<file path="src/rtl/pipe_pkg.sv">
// Shared definitions for the pipeline control blocks: sequencer states,
// instruction-word field positions and the injected INT pseudo-instruction.
package pipe_pkg;

  // Interrupt sequencer states, in the order a request walks through them.
  typedef enum logic [2:0] {
    IDLE,
    BOUNDARY,
    DRAIN,
    INJECT,
    WAIT_ACK,
    VECTOR
  } intr_state_t;

  // Bit positions of the control fields in the 16-bit instruction word.
  localparam int INT_BIT           = 15;
  localparam int PC_FLAGS_SAVE_BIT = 14;
  localparam int FLAGS_RESTORE_BIT = 7;
  localparam int INT_AUX_BIT       = 6;

  // INT pseudo-instruction: only the control field bits above are set,
  // which gives 16'hC0C0.
  localparam logic [15:0] INT_OPCODE = 16'((1 << INT_BIT)
                                          | (1 << PC_FLAGS_SAVE_BIT)
                                          | (1 << FLAGS_RESTORE_BIT)
                                          | (1 << INT_AUX_BIT));

endpackage

</file>
<file path="src/rtl/intr_sync.sv">
// Brings the asynchronous INT pin into the clock domain and turns each
// rising level into a single-cycle pulse.
module intr_sync (
  input  logic clk,
  input  logic rst,
  input  logic intr_in,
  output logic edge_pulse
);

  logic meta;
  logic sync;
  logic sync_d;

  // Two-flop synchronizer followed by one delay flop for edge detection.
  always_ff @(posedge clk or posedge rst) begin
    if (rst) begin
      meta   <= 1'b0;
      sync   <= 1'b0;
      sync_d <= 1'b0;
    end else begin
      meta   <= intr_in;
      sync   <= meta;
      sync_d <= sync;
    end
  end

  assign edge_pulse = sync & ~sync_d;

endmodule

</file>
<file path="src/rtl/intr_sequencer.sv">
// Interrupt sequencer: latches a request, waits for a safe instruction
// boundary, freezes and drains fetch, injects the INT word into decode,
// waits for decode to acknowledge it, then loads the vector into the PC
// and blocks nesting until RTI.
module intr_sequencer
  import pipe_pkg::*;
#(
  parameter int unsigned DRAIN_CYCLES = 3,
  parameter int unsigned ACK_TIMEOUT  = 8,
  parameter logic [9:0]  VECTOR_ADDR  = 10'd1,
  parameter logic [15:0] INT_WORD     = INT_OPCODE
) (
  input  logic        clk,
  input  logic        rst,
  input  logic        intr_in,
  input  logic        imm_pending,
  input  logic        branch_taken,
  input  logic        intr_ack,
  input  logic        flags_restore,
  output logic        stall_fetch,
  output logic        inject_valid,
  output logic [15:0] inject_instr,
  output logic        pc_load_vector,
  output logic [9:0]  vector_addr,
  output logic        intr_pending,
  output logic        in_service
);

  // Last drain count value, and the ack count value from which the next
  // increment would reach ACK_TIMEOUT-1 (so re-injection lands exactly
  // ACK_TIMEOUT cycles after the previous injection).
  localparam logic [3:0] DRAIN_LAST = 4'(DRAIN_CYCLES - 1);
  localparam logic [7:0] ACK_LAST   = 8'(ACK_TIMEOUT - 2);

  intr_state_t state;
  intr_state_t next_state;
  logic [3:0]  drain_cnt;
  logic [7:0]  ack_cnt;
  logic        pending;
  logic        edge_pulse;
  logic        stall_next;
  logic        inject_next;
  logic        pc_load_next;

  intr_sync u_sync (
    .clk        (clk),
    .rst        (rst),
    .intr_in    (intr_in),
    .edge_pulse (edge_pulse)
  );

  // State register.
  always_ff @(posedge clk or posedge rst) begin
    if (rst) state <= IDLE;
    else     state <= next_state;
  end

  // Next-state logic; an RTI in the same cycle as a pending request lets
  // the request start immediately instead of losing a cycle in IDLE.
  always_comb begin
    next_state = state;
    case (state)
      IDLE:     if (pending && (!in_service || flags_restore)) next_state = BOUNDARY;
      BOUNDARY: if (!imm_pending && !branch_taken) next_state = DRAIN;
      DRAIN:    if (drain_cnt == DRAIN_LAST) next_state = INJECT;
      INJECT:   next_state = WAIT_ACK;
      WAIT_ACK: begin
        if (intr_ack)                  next_state = VECTOR;
        else if (ack_cnt == ACK_LAST)  next_state = INJECT;
      end
      VECTOR:   next_state = IDLE;
      default:  next_state = IDLE;
    endcase
  end

  // Output decode from the next state so the registered outputs line up
  // with the state they belong to.
  always_comb begin
    stall_next   = (next_state == DRAIN) || (next_state == INJECT)
                   || (next_state == WAIT_ACK);
    inject_next  = (next_state == INJECT);
    pc_load_next = (next_state == VECTOR);
  end

  // Registered control outputs.
  always_ff @(posedge clk or posedge rst) begin
    if (rst) begin
      stall_fetch    <= 1'b0;
      inject_valid   <= 1'b0;
      pc_load_vector <= 1'b0;
    end else begin
      stall_fetch    <= stall_next;
      inject_valid   <= inject_next;
      pc_load_vector <= pc_load_next;
    end
  end

  // Drain and ack-timeout counters, both cleared whenever their state is
  // (re)entered.
  always_ff @(posedge clk or posedge rst) begin
    if (rst) begin
      drain_cnt <= 4'd0;
      ack_cnt   <= 8'd0;
    end else begin
      drain_cnt <= (state == DRAIN) ? drain_cnt + 4'd1 : 4'd0;
      ack_cnt   <= ((state == WAIT_ACK) && (next_state == WAIT_ACK)) ? ack_cnt + 8'd1 : 8'd0;
    end
  end

  // Pending request: edges merge into one request; a fresh edge wins over
  // the clear so a request arriving on the VECTOR entry is not lost.
  always_ff @(posedge clk or posedge rst) begin
    if (rst)                       pending <= 1'b0;
    else if (edge_pulse)           pending <= 1'b1;
    else if (next_state == VECTOR) pending <= 1'b0;
  end

  // Handler-running flag: set by VECTOR, cleared by RTI.
  always_ff @(posedge clk or posedge rst) begin
    if (rst)                in_service <= 1'b0;
    else if (state == VECTOR) in_service <= 1'b1;
    else if (flags_restore) in_service <= 1'b0;
  end

  assign inject_instr = (state == INJECT) ? INT_WORD : 16'h0000;
  assign vector_addr  = VECTOR_ADDR;
  assign intr_pending = pending;

endmodule

</file>
<file path="config.mk">
export PLATFORM = sky130hd
export DESIGN_NAME = intr_sequencer
export DESIGN_NICKNAME = d
export VERILOG_FILES = /design/src/rtl/pipe_pkg.sv /design/src/rtl/intr_sync.sv /design/src/rtl/intr_sequencer.sv
export SDC_FILE = /design/constraint.sdc
export NUM_CORES = 1
export LEC_CHECK = 0
export BUFFER_PORTS_ARGS = -buffer_cell sky130_fd_sc_hd__buf_4
export CORE_MARGIN = 4
export CORE_UTILIZATION = 50
export DETAILED_ROUTE_END_ITERATION = 7
export GPL_ROUTABILITY_DRIVEN = 0
export PLACE_DENSITY_LB_ADDON = 0.12
export SYNTH_ARGS = -nofsm -noshare
export SYNTH_HDL_FRONTEND = slang
export SYNTH_SLANG_ARGS = --single-unit
</file>
<file path="constraint.sdc">
create_clock -name clk -period 2 [get_ports clk]
set_input_delay 0.1 -clock clk [delete_from_list [all_inputs] [get_ports clk]]
set_output_delay 0.1 -clock clk [all_outputs]
set_load 0.01 [all_outputs]
</file>
==> results.ini <==
[critical_path]
cp_max_fo=9
arrival_ps=2100
reg2reg_slack_ps=90
timing_worst_setup_path_type=reg -> reg
timing.rr.start=state[0]$_DFF_PP0_
critPathCaptureType=flop
critPathRequiredTime_ps=2190
startpoint_type=flop
critPathLaunch=state[0]$_DFF_PP0_

[route]
detail-route-antenna-nets=0
vias_per_cell=4.794
routedWlPerCell_um=11.40
dr.first_iter.drc_count=13
num_vias=791
drc=0
drt-pass1-iter-count=6
routed_wl_um=1881

[global_routing]
grt_max_degree=24
antenna_found_initial=0
grt_pass1_wl_um=3118
first_global_vias=721
grt.total_usage_pct=12.21
overflow=0

[yosys]
synth_ff_type=dfrtp_1
synthArstFlopShare_pct=100.0
syn_inst=120
synth_cell_types=30
synth_top_area_share_pct=46.80
synth.most_common_cell=buf_4
yosysWarnings=0
synth.area.top_cells=dfrtp_1 (47%), buf_4 (15%), ha_1 (4.1%)
synth_edf_count=0
syn_area_mm2=0.001230
synth_common_cells=buf_4 (25), dfrtp_1 (23), inv_1 (9), nor3_1 (9), nor2_1 (6)
yosysSeqAreaShare_pct=46.80
yosysTopAreaCell=dfrtp_1
ys_seq_elements=23
synth_area_per_cell_um2=10.25

[pwr]
max-vdd-ir-drop_v=0.0007438
power_leakage_uw=0.0006761
power_density_mw_per_mm2=1031

[sta]
slew_headroom_pct=45.28
max_freq_mhz=524.8
min_period_ps=1905
finalCritPeriodShare_pct=95.27
setup_ws_ps=94.65
grt_setup_unrepaired=false
finalSetupTns_ps=0
finClkSkew_ps=4.909
hold_violations=0
finalSetupViolCount=0
tightest_slew_ps=819.9
finalMaxSlewViolations=0

[cts]
cts.path.max_buffers=2
cts_made_buffers=3
path_clk_slew_ps=120
clock-sinks=23
htree_levels=1
cts_tree=yes
clkLatencyLatePin_ps=300
postCtsSetupRepairBufs=0
clockRootBuffer=clkbuf_4

[min_path]
worstHoldPathType=in -> reg
min_from=flags_restore

[job]
cap_violations=0

[place]
placed_area_mm2=0.001271
port_buffers=15
place_hpwl_um=1457
pre_cts_slack_ps=41.57

[run_status]
status=finished, final reports clean

[die]
die_w_um=57.60
rows=17
die_y_um=57.60
core_mm2=0.002276
initial_core_util_pct=54.04
pin_count=38
dieArea_mm2=0.003317

[final_layout]
final_area_mm2=0.001339
largest_reg_flops=8
n_antenna_cell=0
nFillCells=189
num-nets-final=149
largest_registers=ack_cnt x8, drain_cnt x4, state x3
regMostFlops=ack_cnt
area_delta_synth_final_pct=8.850
drive_gt1_share_pct=21.90

==> per-stage QoR <==
stage               utilization, %  power, uW  std cells  hold slack [ps]
floorplan                        -       1012        140            101.9
global placement             55.85       1130        159            211.2
detailed placement           55.85       1142        159            210.3
CTS                          57.94       1355        165            33.84
global route                 58.82       1483        165            30.68
finish                       58.82       1380        165            49.90
==> cell families (layout without fill, tap and decap cells) <==
logic type,Yosys count,count (layout),share of synthesized area (%)
AOI/OAI and AO/OA,8,8,5.391
xor gates and xnor gates,8,8,5.697
adders and majority gates,4,4,4.069
buffers and inverters,36,33,19.33
DFF,23,23,46.80
other,2,22,0.6106
and+or+nand+nor,39,39,18.11
==> final cells by class <==
| type | instances | area (um^2) | share of cell area [%] |
|---|---|---|---|
| Multi-Input combinational cell | 81 | 506.7 | 37.85 |
| Inverter | 9 | 33.78 | 2.523 |
| Sequential cell | 23 | 576.8 | 43.08 |
| Tap cell | 28 | 35.03 | 2.617 |
| Timing Repair Buffer | 20 | 158.9 | 11.87 |
| Clock buffer | 3 | 22.52 | 1.682 |
| Clock inverter | 1 | 5.005 | 0.3738 |
==> critical path: stages (launching register included) <==
cell and delay, ps:
dfrtp_2 460, or3b_4 410, or4b_4 540, o2111ai_4 150
buf_6 180, nor3_1 50
==> where the power goes <==
| group | total (uW) | internal [uW] | switching, uW |
|---|---|---|---|
| Sequential | 591 | 543 | 48.0 |
| Combinational | 582 | 274 | 309 |
| Clock | 207 | 74.6 | 132 |
| Total | 1380 | 891 | 489 |
==> what timing repair did <==
item | in CTS | in global routing
hold buffers | 2 | 0
resized for setup | 0 | 4
endpoints found under the hold margin | 24 | 0
setup endpoints to repair | 0 | 8
==> metal layers <==
layer	vias up	track usage [%]	wire (um)
met5	-	0	0
met4	0	4.967	21
met3	4	4.299	182
met2	40	18.55	874
met1	367	15.81	801
li1	380	-	-
==> path summary, 6_finish.rpt <==
kind / to / depth (start not counted)
max: ack_cnt[4]$_DFF_PP0_ / 5
min: in_service$_DFFE_PP0P_ / 3
max reg2reg: ack_cnt[4]$_DFF_PP0_ / 5
min reg2reg: u_sync.sync$_DFF_PP0_ / 0
max in group asynchronous: state[0]$_DFF_PP0_ / 3
min in group asynchronous: u_sync.meta$_DFF_PP0_ / 3
==> cell usage in the layout, fill, tap and decap left out, types with 2 or more instances in the layout <==
master	n
buf_4	17
nor3_1	9
inv_1	9
and2_1	2
nor4b_1	2
nor2_1	6
nand3_1	4
xor2_1	3
xnor2_1	5
nand2_1	5
dfrtp_1	22
a21oi_1	3
conb_1	22
nor2b_1	2
dlygate4sd3_1	2
or3b_2	2
clkbuf_4	3
ha_1	4
Power figures use the tool's default switching activity.
